`src/rtl/router_pkg.sv`:
```
// -----------------------------------------------------------------------------
// router_pkg
//   Shared definitions for the 1x3 packet router (FSM, register, synchronizer
//   and FIFO blocks).
//   Contents:
//     ADDR_W          destination address width (2)
//     NUM_PORTS       number of output FIFOs (3)
//     ADDR_INVALID    header address value that selects no FIFO (2'd3)
//     fsm_state_e     3-bit control FSM state encoding (DECODE_ADDRESS=0 ..
//                     WAIT_TILL_EMPTY=7)
//     fsm_outs_t      bundle of state-decoded FSM strobes
//     port_bit()      per-FIFO flag select, 0 for the invalid address
//     decode_outputs  Moore output decode of a state
// -----------------------------------------------------------------------------
package router_pkg;

   localparam int                ADDR_W       = 2;
   localparam int                NUM_PORTS    = 3;
   localparam logic [ADDR_W-1:0] ADDR_INVALID = 2'd3;

   typedef enum logic [2:0] {
      DECODE_ADDRESS     = 3'd0,
      LOAD_FIRST_DATA    = 3'd1,
      LOAD_DATA          = 3'd2,
      LOAD_PARITY        = 3'd3,
      FIFO_FULL_STATE    = 3'd4,
      LOAD_AFTER_FULL    = 3'd5,
      CHECK_PARITY_ERROR = 3'd6,
      WAIT_TILL_EMPTY    = 3'd7
   } fsm_state_e;

   typedef struct packed {
      logic detect_add;
      logic lfd_state;
      logic ld_state;
      logic laf_state;
      logic full_state;
      logic rst_int_reg;
      logic write_enb_reg;
      logic busy;
   } fsm_outs_t;

   // Selects the flag of one FIFO; address 3 maps to no FIFO and reads as 0,
   // which keeps the select in range without relying on X propagation.
   function automatic logic port_bit(input logic [NUM_PORTS-1:0] flags,
                                     input logic [ADDR_W-1:0]    addr);
      logic b;
      case (addr)
         2'd0:    b = flags[0];
         2'd1:    b = flags[1];
         2'd2:    b = flags[2];
         default: b = 1'b0;
      endcase
      return b;
   endfunction

   function automatic fsm_outs_t decode_outputs(input fsm_state_e s);
      fsm_outs_t o;
      o.detect_add    = (s == DECODE_ADDRESS);
      o.lfd_state     = (s == LOAD_FIRST_DATA);
      o.ld_state      = (s == LOAD_DATA);
      o.laf_state     = (s == LOAD_AFTER_FULL);
      o.full_state    = (s == FIFO_FULL_STATE);
      o.rst_int_reg   = (s == CHECK_PARITY_ERROR);
      o.write_enb_reg = (s == LOAD_DATA) || (s == LOAD_PARITY) ||
                        (s == LOAD_AFTER_FULL);
      // The input may only move while a header is being decoded or payload
      // is streaming; everywhere else it must hold its byte.
      o.busy          = !((s == DECODE_ADDRESS) || (s == LOAD_DATA));
      return o;
   endfunction

endpackage

```
`src/rtl/router_fsm_ctrl_if.sv`:
```
// -----------------------------------------------------------------------------
// router_fsm_ctrl_if
//   Handshake/status bundle between the router control FSM and its
//   surroundings (input port, packet register, FIFO select logic).
//   Modports:
//     master  : drives pkt_valid, data_in, fifo_full, fifo_empty, soft_reset,
//               parity_done, low_pkt_valid; observes the FSM strobes
//     slave   : the control FSM (router_fsm_ctrl)
//   FSM strobes: detect_add, lfd_state, ld_state, laf_state, full_state,
//                rst_int_reg, write_enb_reg, busy, drop_pkt
// -----------------------------------------------------------------------------
interface router_fsm_ctrl_if;
   import router_pkg::*;

   logic                 pkt_valid;
   logic [ADDR_W-1:0]    data_in;
   logic                 fifo_full;
   logic [NUM_PORTS-1:0] fifo_empty;
   logic [NUM_PORTS-1:0] soft_reset;
   logic                 parity_done;
   logic                 low_pkt_valid;

   logic                 detect_add;
   logic                 lfd_state;
   logic                 ld_state;
   logic                 laf_state;
   logic                 full_state;
   logic                 rst_int_reg;
   logic                 write_enb_reg;
   logic                 busy;
   logic                 drop_pkt;

   modport master (
      output pkt_valid, data_in, fifo_full, fifo_empty, soft_reset,
             parity_done, low_pkt_valid,
      input  detect_add, lfd_state, ld_state, laf_state, full_state,
             rst_int_reg, write_enb_reg, busy, drop_pkt
   );

   modport slave (
      input  pkt_valid, data_in, fifo_full, fifo_empty, soft_reset,
             parity_done, low_pkt_valid,
      output detect_add, lfd_state, ld_state, laf_state, full_state,
             rst_int_reg, write_enb_reg, busy, drop_pkt
   );

endinterface

```
`src/rtl/router_fsm_ctrl.sv`:
```
// -----------------------------------------------------------------------------
// router_fsm_ctrl
//   Control FSM of the 1x3 packet router. Sequences header decode, first
//   data, payload, parity load and parity check, stalls on a full or busy
//   destination FIFO and drives the FIFO write enable.
//   Ports:
//     clk    in   single clock, rising edge
//     reset  in   asynchronous, active-high
//     bus    slave modport of router_fsm_ctrl_if (inputs: pkt_valid,
//            data_in, fifo_full, fifo_empty, soft_reset, parity_done,
//            low_pkt_valid; outputs: detect_add, lfd_state, ld_state,
//            laf_state, full_state, rst_int_reg, write_enb_reg, busy,
//            drop_pkt)
//   Parameters:
//     WAIT_TIMEOUT  cycles allowed in WAIT_TILL_EMPTY before dropping
//     CNT_W         width of the wait counter
//   Build option:
//     ROUTER_FSM_TIMEOUT_EN  when defined, a packet waiting for a non-empty
//                            FIFO is dropped after WAIT_TIMEOUT cycles and
//                            drop_pkt pulses; otherwise the wait is unbounded
//                            and drop_pkt is tied low.
//   All strobes are registered and decoded from the state being entered, so
//   they are glitch-free and valid the cycle after each transition.
// -----------------------------------------------------------------------------
module router_fsm_ctrl
   import router_pkg::*;
#(
   parameter int WAIT_TIMEOUT = 64,
   parameter int CNT_W        = $clog2(WAIT_TIMEOUT)
) (
   input  logic             clk,
   input  logic             reset,
   router_fsm_ctrl_if.slave bus
);

   if (WAIT_TIMEOUT < 2 || CNT_W < $clog2(WAIT_TIMEOUT)) begin : g_bad_timeout
      $error("router_fsm_ctrl: WAIT_TIMEOUT must be >= 2 and fit in CNT_W bits");
   end

   fsm_state_e        state_q;
   fsm_state_e        state_d;
   logic [ADDR_W-1:0] addr_q;
   fsm_outs_t         outs_q;
   logic              empty_sel;
   logic              soft_sel;

   // Flags of the FIFO the current packet is bound for.
   assign empty_sel = port_bit(bus.fifo_empty, addr_q);
   assign soft_sel  = port_bit(bus.soft_reset, addr_q);

`ifdef ROUTER_FSM_TIMEOUT_EN
   logic [CNT_W-1:0] wait_cnt;
   logic             timeout_hit;
   logic             drop_pkt_q;

   // An emptying FIFO or a soft reset on the last wait cycle takes
   // precedence, so neither is reported as a drop.
   assign timeout_hit = (state_q == WAIT_TILL_EMPTY) && !empty_sel && !soft_sel &&
                        (wait_cnt == CNT_W'(WAIT_TIMEOUT - 1));
`endif

   // NOTE: every variable driven here gets a default first, so no path can
   // leave it unassigned and infer a latch.
   always_comb begin
      state_d = state_q;
      unique case (state_q)
         DECODE_ADDRESS: begin
            if (bus.pkt_valid && bus.data_in != ADDR_INVALID) begin
               state_d = port_bit(bus.fifo_empty, bus.data_in) ? LOAD_FIRST_DATA
                                                               : WAIT_TILL_EMPTY;
            end
         end
         LOAD_FIRST_DATA: state_d = LOAD_DATA;
         LOAD_DATA: begin
            if (bus.fifo_full)       state_d = FIFO_FULL_STATE;
            else if (!bus.pkt_valid) state_d = LOAD_PARITY;
         end
         FIFO_FULL_STATE: begin
            if (!bus.fifo_full) state_d = LOAD_AFTER_FULL;
         end
         LOAD_AFTER_FULL: begin
            if (bus.parity_done)        state_d = DECODE_ADDRESS;
            else if (bus.low_pkt_valid) state_d = LOAD_PARITY;
            else                        state_d = LOAD_DATA;
         end
         LOAD_PARITY: state_d = CHECK_PARITY_ERROR;
         CHECK_PARITY_ERROR: begin
            state_d = bus.fifo_full ? FIFO_FULL_STATE : DECODE_ADDRESS;
         end
         WAIT_TILL_EMPTY: begin
            if (empty_sel) state_d = LOAD_FIRST_DATA;
`ifdef ROUTER_FSM_TIMEOUT_EN
            else if (timeout_hit) state_d = DECODE_ADDRESS;
`endif
         end
      endcase
      // A read-side timeout on the destination FIFO aborts the packet from
      // any state that owns a destination.
      if (state_q != DECODE_ADDRESS && soft_sel) state_d = DECODE_ADDRESS;
   end

   // NOTE: sequential state uses non-blocking assignments only, so every
   // flop samples the pre-edge values regardless of statement order.
   always_ff @(posedge clk or posedge reset) begin
      if (reset) begin
         state_q <= DECODE_ADDRESS;
         addr_q  <= '0;
         outs_q  <= decode_outputs(DECODE_ADDRESS);
      end else begin
         state_q <= state_d;
         outs_q  <= decode_outputs(state_d);
         if (state_q == DECODE_ADDRESS && bus.pkt_valid) addr_q <= bus.data_in;
      end
   end

`ifdef ROUTER_FSM_TIMEOUT_EN
   // Held at zero outside WAIT_TILL_EMPTY, so it starts from zero on entry.
   always_ff @(posedge clk or posedge reset) begin
      if (reset) begin
         wait_cnt   <= '0;
         drop_pkt_q <= 1'b0;
      end else begin
         drop_pkt_q <= timeout_hit;
         if (state_q == WAIT_TILL_EMPTY) wait_cnt <= wait_cnt + CNT_W'(1);
         else                            wait_cnt <= '0;
      end
   end

   assign bus.drop_pkt = drop_pkt_q;
`else
   assign bus.drop_pkt = 1'b0;
`endif

   assign bus.detect_add    = outs_q.detect_add;
   assign bus.lfd_state     = outs_q.lfd_state;
   assign bus.ld_state      = outs_q.ld_state;
   assign bus.laf_state     = outs_q.laf_state;
   assign bus.full_state    = outs_q.full_state;
   assign bus.rst_int_reg   = outs_q.rst_int_reg;
   assign bus.write_enb_reg = outs_q.write_enb_reg;
   assign bus.busy          = outs_q.busy;

endmodule
```
`src/flat_wrapper.sv`:
```
// flat-port wrapper written by rule: the top's interface ports become plain ports
module router_fsm_ctrl_flat import router_pkg::*;
#(
   parameter int WAIT_TIMEOUT = 64,
   parameter int CNT_W        = $clog2(WAIT_TIMEOUT)
)
  (clk, reset, bus_pkt_valid, bus_data_in, bus_fifo_full, bus_fifo_empty, bus_soft_reset, bus_parity_done, bus_low_pkt_valid, bus_detect_add, bus_lfd_state, bus_ld_state, bus_laf_state, bus_full_state, bus_rst_int_reg, bus_write_enb_reg, bus_busy, bus_drop_pkt);
  router_fsm_ctrl_if bus_i ();
  input  logic clk;
  input  logic reset;
  input wire logic [$bits(bus_i.pkt_valid)-1:0] bus_pkt_valid;
  input wire logic [$bits(bus_i.data_in)-1:0] bus_data_in;
  input wire logic [$bits(bus_i.fifo_full)-1:0] bus_fifo_full;
  input wire logic [$bits(bus_i.fifo_empty)-1:0] bus_fifo_empty;
  input wire logic [$bits(bus_i.soft_reset)-1:0] bus_soft_reset;
  input wire logic [$bits(bus_i.parity_done)-1:0] bus_parity_done;
  input wire logic [$bits(bus_i.low_pkt_valid)-1:0] bus_low_pkt_valid;
  output wire logic [$bits(bus_i.detect_add)-1:0] bus_detect_add;
  output wire logic [$bits(bus_i.lfd_state)-1:0] bus_lfd_state;
  output wire logic [$bits(bus_i.ld_state)-1:0] bus_ld_state;
  output wire logic [$bits(bus_i.laf_state)-1:0] bus_laf_state;
  output wire logic [$bits(bus_i.full_state)-1:0] bus_full_state;
  output wire logic [$bits(bus_i.rst_int_reg)-1:0] bus_rst_int_reg;
  output wire logic [$bits(bus_i.write_enb_reg)-1:0] bus_write_enb_reg;
  output wire logic [$bits(bus_i.busy)-1:0] bus_busy;
  output wire logic [$bits(bus_i.drop_pkt)-1:0] bus_drop_pkt;
  assign bus_i.pkt_valid = bus_pkt_valid;
  assign bus_i.data_in = bus_data_in;
  assign bus_i.fifo_full = bus_fifo_full;
  assign bus_i.fifo_empty = bus_fifo_empty;
  assign bus_i.soft_reset = bus_soft_reset;
  assign bus_i.parity_done = bus_parity_done;
  assign bus_i.low_pkt_valid = bus_low_pkt_valid;
  assign bus_detect_add = bus_i.detect_add;
  assign bus_lfd_state = bus_i.lfd_state;
  assign bus_ld_state = bus_i.ld_state;
  assign bus_laf_state = bus_i.laf_state;
  assign bus_full_state = bus_i.full_state;
  assign bus_rst_int_reg = bus_i.rst_int_reg;
  assign bus_write_enb_reg = bus_i.write_enb_reg;
  assign bus_busy = bus_i.busy;
  assign bus_drop_pkt = bus_i.drop_pkt;
  router_fsm_ctrl #(.WAIT_TIMEOUT(WAIT_TIMEOUT), .CNT_W(CNT_W)) u_core (.clk(clk), .reset(reset), .bus(bus_i));
endmodule
```
`config.mk`:
```
export PLATFORM = sky130hd
export DESIGN_NAME = router_fsm_ctrl_flat
export DESIGN_NICKNAME = d
export VERILOG_FILES = /design/src/rtl/router_pkg.sv /design/src/rtl/router_fsm_ctrl_if.sv /design/src/rtl/router_fsm_ctrl.sv /design/src/flat_wrapper.sv
export SDC_FILE = /design/constraint.sdc
export NUM_CORES = 1
export LEC_CHECK = 0
export ABC_AREA = 1
export CAP_MARGIN = 20
export CELL_PAD_IN_SITES_DETAIL_PLACEMENT = 1
export CELL_PAD_IN_SITES_GLOBAL_PLACEMENT = 1
export CORE_MARGIN = 10
export CORE_UTILIZATION = 28
export DETAILED_ROUTE_END_ITERATION = 7
export GPL_TIMING_DRIVEN = 1
export PLACE_DENSITY = 0.79
export SLEW_MARGIN = 20
export SYNTH_ARGS = -nofsm -noshare
export SYNTH_HDL_FRONTEND = slang
export SYNTH_SLANG_ARGS = --single-unit
```
`constraint.sdc`:
```
create_clock -name clk -period 1.4 [get_ports clk]
set_clock_uncertainty 0.2 [all_clocks]
set_input_delay 0.42 -clock clk [delete_from_list [all_inputs] [get_ports clk]]
set_output_delay 0.42 -clock clk [all_outputs]
set_load 0.1 [all_outputs]
```
# After elaboration in Yosys (flattened, before gate mapping)
# Index checks and enable logic that the tools add are counted.
word_totals:
  n_memories: 0
  latch_bits: 0
  mem_bits_rw: 0
  reg_bits: 13
  wordCells: 56
  output_inout_bits: 9
  mem_bits_ro: 0
classes:
  multipliers: 0
  n_bitwise: 0
  shift: 0
  eq_ne: 18
  n_lt_le_gt_ge: 0
  n_addsub: 0
  mux: 16
  n_reduce_logical: 12
  n_div: 0
op_table:
  columns: ["cell", "count"]
  rows:
  - ["2-to-1 mux 3 bit", 9]
  - ["one-hot mux 3 bit (8 select lines)", 1]
  - ["equality test 3 bit, second input constant", 7]
  - ["equality test 3 x 2 -> 1 bit, second input constant", 4]
  - ["one-hot mux 1 bit (3 select lines)", 3]
  - ["equality test 3 x 1 -> 1 bit, second input constant", 2]
  - ["logical NOT 3 bit", 2]
  - ["equality test 2 x 1 -> 1 bit, second input constant", 2]
  - ["equality test 2 bit, second input constant", 2]
  - ["logical NOT 2 bit", 2]
  - ["logical AND 1 bit", 3]
  - ["logical OR 1 bit", 3]
  - ["2-to-1 mux 1 bit", 3]
  - ["nonzero test 3 bit", 1]
  - ["!= test 2 bit, second input constant", 1]
  - ["logical NOT 1 bit", 1]

# Logic depth before layout (Yosys ltp)
# Gate-level depths: netlist of run 1.
depth:
  depth_word: 11
  mapped_depth: 10

# Worst setup path after synthesis of run 1
# No wires, ideal clock.
synth_timing:
  kind: "flip-flop to output port"
  start: "register u_core.outs_q (netlist bit u_core.bus.busy)"
  end: "output port bus_busy"
  path_buffers: 0
  stages_incl_launch_ff: 1
  arrival_time_ps: 883
  required_time_ps: 780
  setup_slack_ps: -103
  cell_sequence: "dfrtp_1"
synth_rtl:
  columns: ["item", "line_no", "rtl"]
  rows:
  - ["start: declaration", "router_fsm_ctrl.sv:43", "fsm_outs_t outs_q;"]
  - ["start signal: assignment", "router_fsm_ctrl.sv:108", "outs_q <= decode_outputs(DECODE_ADDRESS);"]
  - ["start signal: assignment", "router_fsm_ctrl.sv:111", "outs_q <= decode_outputs(state_d);"]
  - ["end: declaration", "flat_wrapper.sv:25", "output wire logic [$bits(bus_i.busy)-1:0] bus_busy;"]
# No word-level cell between the ends.

# Worst setup path in the final report of run 1
layout_timing:
  start: "register u_core.outs_q (netlist bit u_core.bus.detect_add)"
  end: "output port bus_detect_add"
layout_rtl:
  columns: ["item", "line_no", "rtl"]
  rows:
  - ["end: declaration", "flat_wrapper.sv:18", "output wire logic [$bits(bus_i.detect_add)-1:0] bus_detect_add;"]
# No word-level cell between the ends.

==> results of run 1 <==
cell usage in the layout, fill, tap and decap left out, drive strengths merged:
master	netlist	final
inv	18	18
clkbuf	0	4
clkinv	1	1
o21ai	4	4
or2	2	2
dfrtp	12	12
nand3	15	15
dfstp	1	1
nand2	26	26
nor2	10	10
buf	1	20
clkdlybuf4s50	0	2
dlygate4sd2	0	11
a21oi	2	2
nand4	2	2
conb	1	1
per-stage QoR:
| stage | utilization (%) | worst slack (ns) | hold WS, ns |
|---|---|---|---|
| after floorplan | - | -0.01673 | 0.09577 |
| after global placement | 44.34 | -0.5983 | 0.3660 |
| after detailed placement | 44.34 | -0.5975 | 0.3682 |
| after CTS | 49.34 | -0.2973 | 0.08819 |
| after global routing | 53.72 | -0.3049 | 0.09004 |
| final | 53.72 | -0.2816 | 0.09616 |
synth_stat cells, types with 2 or more instances:
cell type  instances
nand4_1            2
nand2_2            4
or2_1              2
nor2_1             7
nand3_1           12
nor2_2             2
o21ai_0            3
inv_1             12
nand2_1           22
inv_2              6
dfrtp_1           12
nand3_2            3
a21oi_1            2
worst max path at each step:
| stage | end | slack, ns | cells past startpoint |
|---|---|---|---|
| after global placement | u_core.bus.rst_int_reg$_DFF_PP0_ | -0.60 | 9 |
| after detailed placement | u_core.bus.write_enb_reg$_DFF_PP0_ | -0.60 | 9 |
| after floorplan | u_core.bus.full_state$_DFF_PP0_ | -0.02 | 10 |
| after global routing | bus_detect_add | -0.30 | 1 |
| after CTS | bus_detect_add | -0.30 | 1 |
| final | bus_detect_add | -0.28 | 1 |
metal layers:
layer  vias to the layer above  GRT usage, %
met3                         2         2.260
li1                        366             -
met1                       386         8.022
met4                         0         4.605
met5                         -             0
met2                        14         16.57
final cells by class:
type	count	area, µm²	area share [%]
flip-flops and latches	13	344.1	26.09
inverters	19	91.34	6.926
well taps	30	37.54	2.846
clock buffers	4	26.28	1.992
multi-input cells	62	436.7	33.11
repair buffers	33	382.9	29.03
cell families (layout without fill, tap and decap cells):
family                 Yosys count  count (layout)
flip-flops                      13              13
other                            1               1
buffers and inverters           20              56
AO/OA/AOI/OAI                    6               6
AND/OR/NAND/NOR                 55              55
worst reg2reg max path: stages, from the launching register on:
cell and delay, ns:
dfrtp_2 0.44, inv_1 0.09, nand3_1 0.11, nand3_2 0.10, nand2_4 0.13, nand2_4 0.07
nor2_4 0.17, inv_2 0.08, nand2_2 0.08, nor2_2 0.04
repair_timing:
action                     in CTS  in global routing
setup buffers                   3                  4
resized for setup              40                 21
pin swaps                      26                  8
setup endpoints to repair      21                 21
==> flow_summary.toml, run 1 <==
[run_status]
status = "complete, but fails checks"
violations = "negative setup slack"

[drt]
wl_per_cell_um = 15.60
first_pass_iters = 3
routed-via-count = 768
dr_wl_met2_mm = 1.577
route.met3.wl_um = 48
remaining_drc_errors = 0
top_layer = "met4"
drtIter0Drc = 3
wl_mm = 2.512
ant_nets = 0
wl_met1_um = 869
via_per_inst = 4.770

[sta]
rsz0062_at_grt = "true"
tns_ns = -2.418
setup_ws_ns = -0.2816
max_freq_mhz = 594.7
fin_crit_ns = 1.682
post-route-period-util_pct = 120.1
hold_violations = 0
setup_viol_count_final = 20
finalMaxSlewViolations = 0

[final_layout]
fin_area_mm2 = 0.001319
largest_reg_flops = 3
drive_gt1_share_pct = 59.54
final_nets = 146
antenna_cells = 0
final_cells = 161
largest-register = "u_core.state_q"
area_delta_synth_final_pct = 85.24
top_regs = "u_core.state_q: 3 flops, u_core.addr_q: 2 flops"
fillers = 290

[logic_synthesis]
synth_seq_area_share_pct = 45.87
ys.flop_type = "dfrtp_1"
synth_top_area_share_pct = 42.18
ys_ff_latch = 13
synth_edf_count = 0
yosysTopAreaCell = "dfrtp_1"
syn-cell-area_um2 = 711.9
netlist_instances = 95
synth_simple_gate_area_share_pct = 38.31
synth_adder_area_share_pct = 0
muxShareOfSynthArea_pct = 0
synth_top_family_by_area = "simple AND/OR/NAND/NOR gates"
synth_xor_area_share_pct = 0
synth_compound_area_share_pct = 4.218
yosys_warnings = 0
synth_area_leaders = "dfrtp_1 42%, nand2_1 12%, nand3_1 8.4%, inv_1 6.3%, nand3_2 4.2%"
synth.distinct_cells = 19
synth_fp_nets = 109
syn_avg_cell_area_um2 = 7.494
async_reset_ff_share_pct = 100.0

[clock_tree]
h-tree-depth = 1
cts.sinks = 13
clkLatencyLatePin_ns = 0.27
clkTransAtPathRegs_ns = 0.07
cts_hold_buffers = 0
root_buffer = "clkbuf_4"
cts_buffers = 3
clockBufferDepth = 2
cts_tree = "built"

[grt]
grt_max_degree = 8
grt-ovfl-total = 0
grt_pass1_wl_mm = 3.484
grt_usage_pct = 8.649
grt_pass1_vias = 773
antenna_found_initial = 0

[placed_design]
portBuffers = 21
dpl.cell_count = 150
gp_congestion = 0.7395
place_hpwl_mm = 1.702
placed_cell_area_mm2 = 0.001089

[setup_path]
worst_path_largest_cell_delay_ns = 0.62
crit_start = "u_core.bus.detect_add$_DFF_PP1_"
path_cells = "buf_12"
critical_path_buf_inv_count = 1
reg2reg_from = "u_core.addr_q[0]$_DFFE_PP0P_"
critPathMaxFanout = 1
endpoint_kind = "output port"
critPathRequiredTime_ns = 0.78
crit_family = "flip-flops"
path_class = "reg -> out"
critPathLaunchType = "flip-flop"
regToRegEndpoint = "u_core.bus.full_state$_DFF_PP0_"
slowest_stage = "dfstp_4"
r2r_cells = 9
worst_ep_arrival_time_ns = 1.06
rrSetupSlack_ns = -0.21

[hold_path]
hp-class = "in -> async"

[floorplan]
fp.dieW_um = 70.43
dieArea_mm2 = 0.004960
io_pins = 23
die_y_um = 70.43
start_util_pct = 29.00
rows = 18
coreArea_mm2 = 0.002455

[job]
max_cap_viol_count = 0
Power of run 1 is left out: the tool's default activity adds up to more than one toggle a clock period on the data nets, which glitch-free logic cannot reach.
==> inputs of run 2 (changes only) <==
CORE_ASPECT_RATIO = 0.9   (was unset)
==> flow_summary.toml, run 2 (synthesis gave the netlist of run 1 again) <==
[run_status]
status = "complete, but fails checks"
violations = "negative setup slack"

[clock_tree]
h-tree-depth = 1
clkLatencyLatePin_ns = 0.29
cts_hold_buffers = 0
cts_buffers = 3
cts.sinks = 13
clockBufferDepth = 2
root_buffer = "clkbuf_4"
clkTransAtPathRegs_ns = 0.08
cts_tree = "built"

[setup_path]
worst_path_largest_cell_delay_ns = 0.63
path_cells = "buf_12"
rrSetupSlack_ns = -0.22
endpoint_kind = "output port"
crit_family = "flip-flops"
worst_ep_arrival_time_ns = 1.09
critPathMaxFanout = 1
critPathRequiredTime_ns = 0.78
critical_path_buf_inv_count = 1
slowest_stage = "dfstp_4"
path_class = "reg -> out"
critPathLaunchType = "flip-flop"

[pwr]
leakagePower_uw = 0.0006351
p_total_uw = 3698
power_density_mw_per_mm2 = 2812
vdd_ir_drop_max_v = 0.001453

[placed_design]
gp_congestion = 0.7735
portBuffers = 21
place_hpwl_mm = 1.862
placed_cell_area_mm2 = 0.001094

[floorplan]
die_y_um = 67.84
io_pins = 23
fp.dieW_um = 73.15
dieArea_mm2 = 0.004962
coreArea_mm2 = 0.002446
rows = 17
start_util_pct = 29.10

[final_layout]
largest_reg_flops = 3
area_delta_synth_final_pct = 84.71
top_regs = "u_core.state_q: 3 flops, u_core.addr_q: 2 flops"
final_nets = 148
fin_area_mm2 = 0.001315
largest-register = "u_core.state_q"
drive_gt1_share_pct = 61.65
final_cell_mix = "11 x nand2_1, 11 x dfrtp_2, 10 x nand2_2, 10 x buf_4"
antenna_cells = 0
utilization_pct = 53.76

[sta]
fin_crit_ns = 1.708
setup_viol_count_final = 19
rsz0062_at_grt = "true"
max_freq_mhz = 585.5
finalMaxSlewViolations = 0
setup_ws_ns = -0.3080
post-route-period-util_pct = 122.0
hold_violations = 0

[drt]
wl_per_cell_um = 16.39
first_pass_iters = 4
drtIter0Drc = 41
remaining_drc_errors = 0
via_per_inst = 4.764
ant_nets = 0
routed-via-count = 767
wl_mm = 2.638

[hold_path]
hp-class = "in -> async"

[grt]
grt_max_degree = 8
antenna_found_initial = 0
grt_pass1_vias = 876
grt-ovfl-total = 0
grt_pass1_wl_mm = 4.284
grt_usage_pct = 11.44

[job]
max_cap_viol_count = 0
## run 2: cell count changes in the layout (fill, tap and decap cells not counted), sizes merged
cell / previous run / this run
dlygate4sd2: 11 / 6
buf: 20 / 22
clkdlybuf4s50: 2 / 7
## run 2: what timing repair did
| item | CTS | global route |
|---|---|---|
| setup endpoints to repair | 21 | 21 |
| buffers inserted | 7 | 1 |
| gates resized for setup | 34 | 21 |
| pin swaps | 14 | 8 |
## run 2: metal layers
metal / GRT usage, % / wire, µm / part of all wire (%)
met5: 0 / 0 / 0
met4: 5.924 / 79 / 3.0
met3: 2.168 / 64 / 2.4
met2: 22.42 / 1499 / 57
met1: 11.13 / 994 / 38
## run 2: metrics by stage
stage | instances | setup WS, ns | hold slack (ns) | setup TNS [ns]
finish | 161 | -0.3080 | 0.1094 | -2.731
global route | 161 | -0.3284 | 0.1252 | -3.934
CTS | 160 | -0.3049 | 0.1190 | -2.215
detailed placement | 149 | -0.6170 | 0.3857 | -6.170
global placement | 149 | -0.5519 | 0.3629 | -5.468
floorplan | 95 | -0.01673 | 0.09577 | -0.04255
## run 2: worst paths after layout
| kind | to | depth (start not counted) | from |
|---|---|---|---|
| max | bus_detect_add | 1 | u_core.bus.detect_add$_DFF_PP1_ |
| min | u_core.bus.laf_state$_DFF_PP0_ | 2 | reset |
| max reg2reg | u_core.bus.detect_add$_DFF_PP1_ | 8 | u_core.state_q[1]$_DFF_PP0_ |
| min reg2reg | u_core.addr_q[1]$_DFFE_PP0P_ | 2 | u_core.addr_q[1]$_DFFE_PP0P_ |
| max in group asynchronous | u_core.bus.write_enb_reg$_DFF_PP0_ | 3 | reset |
| min in group clk | u_core.addr_q[1]$_DFFE_PP0P_ | 2 | u_core.addr_q[1]$_DFFE_PP0P_ |
## run 2: final cells by class
| cell class | count | area (µm²) |
|---|---|---|
| tap | 28 | 35.03 |
| multi-input combinational | 62 | 425.4 |
| timing repair buffer | 35 | 402.9 |
| inverter | 19 | 81.33 |
| clock buffer | 4 | 26.28 |
| sequential | 13 | 344.1 |
| fill | 286 | 1131 |
## run 2: report_power, final
group | switching (µW) | internal (µW)
sequential | 194 | 580
clock | 140 | 111
combinational | 1670 | 1010
Power figures use the tool's default switching activity.
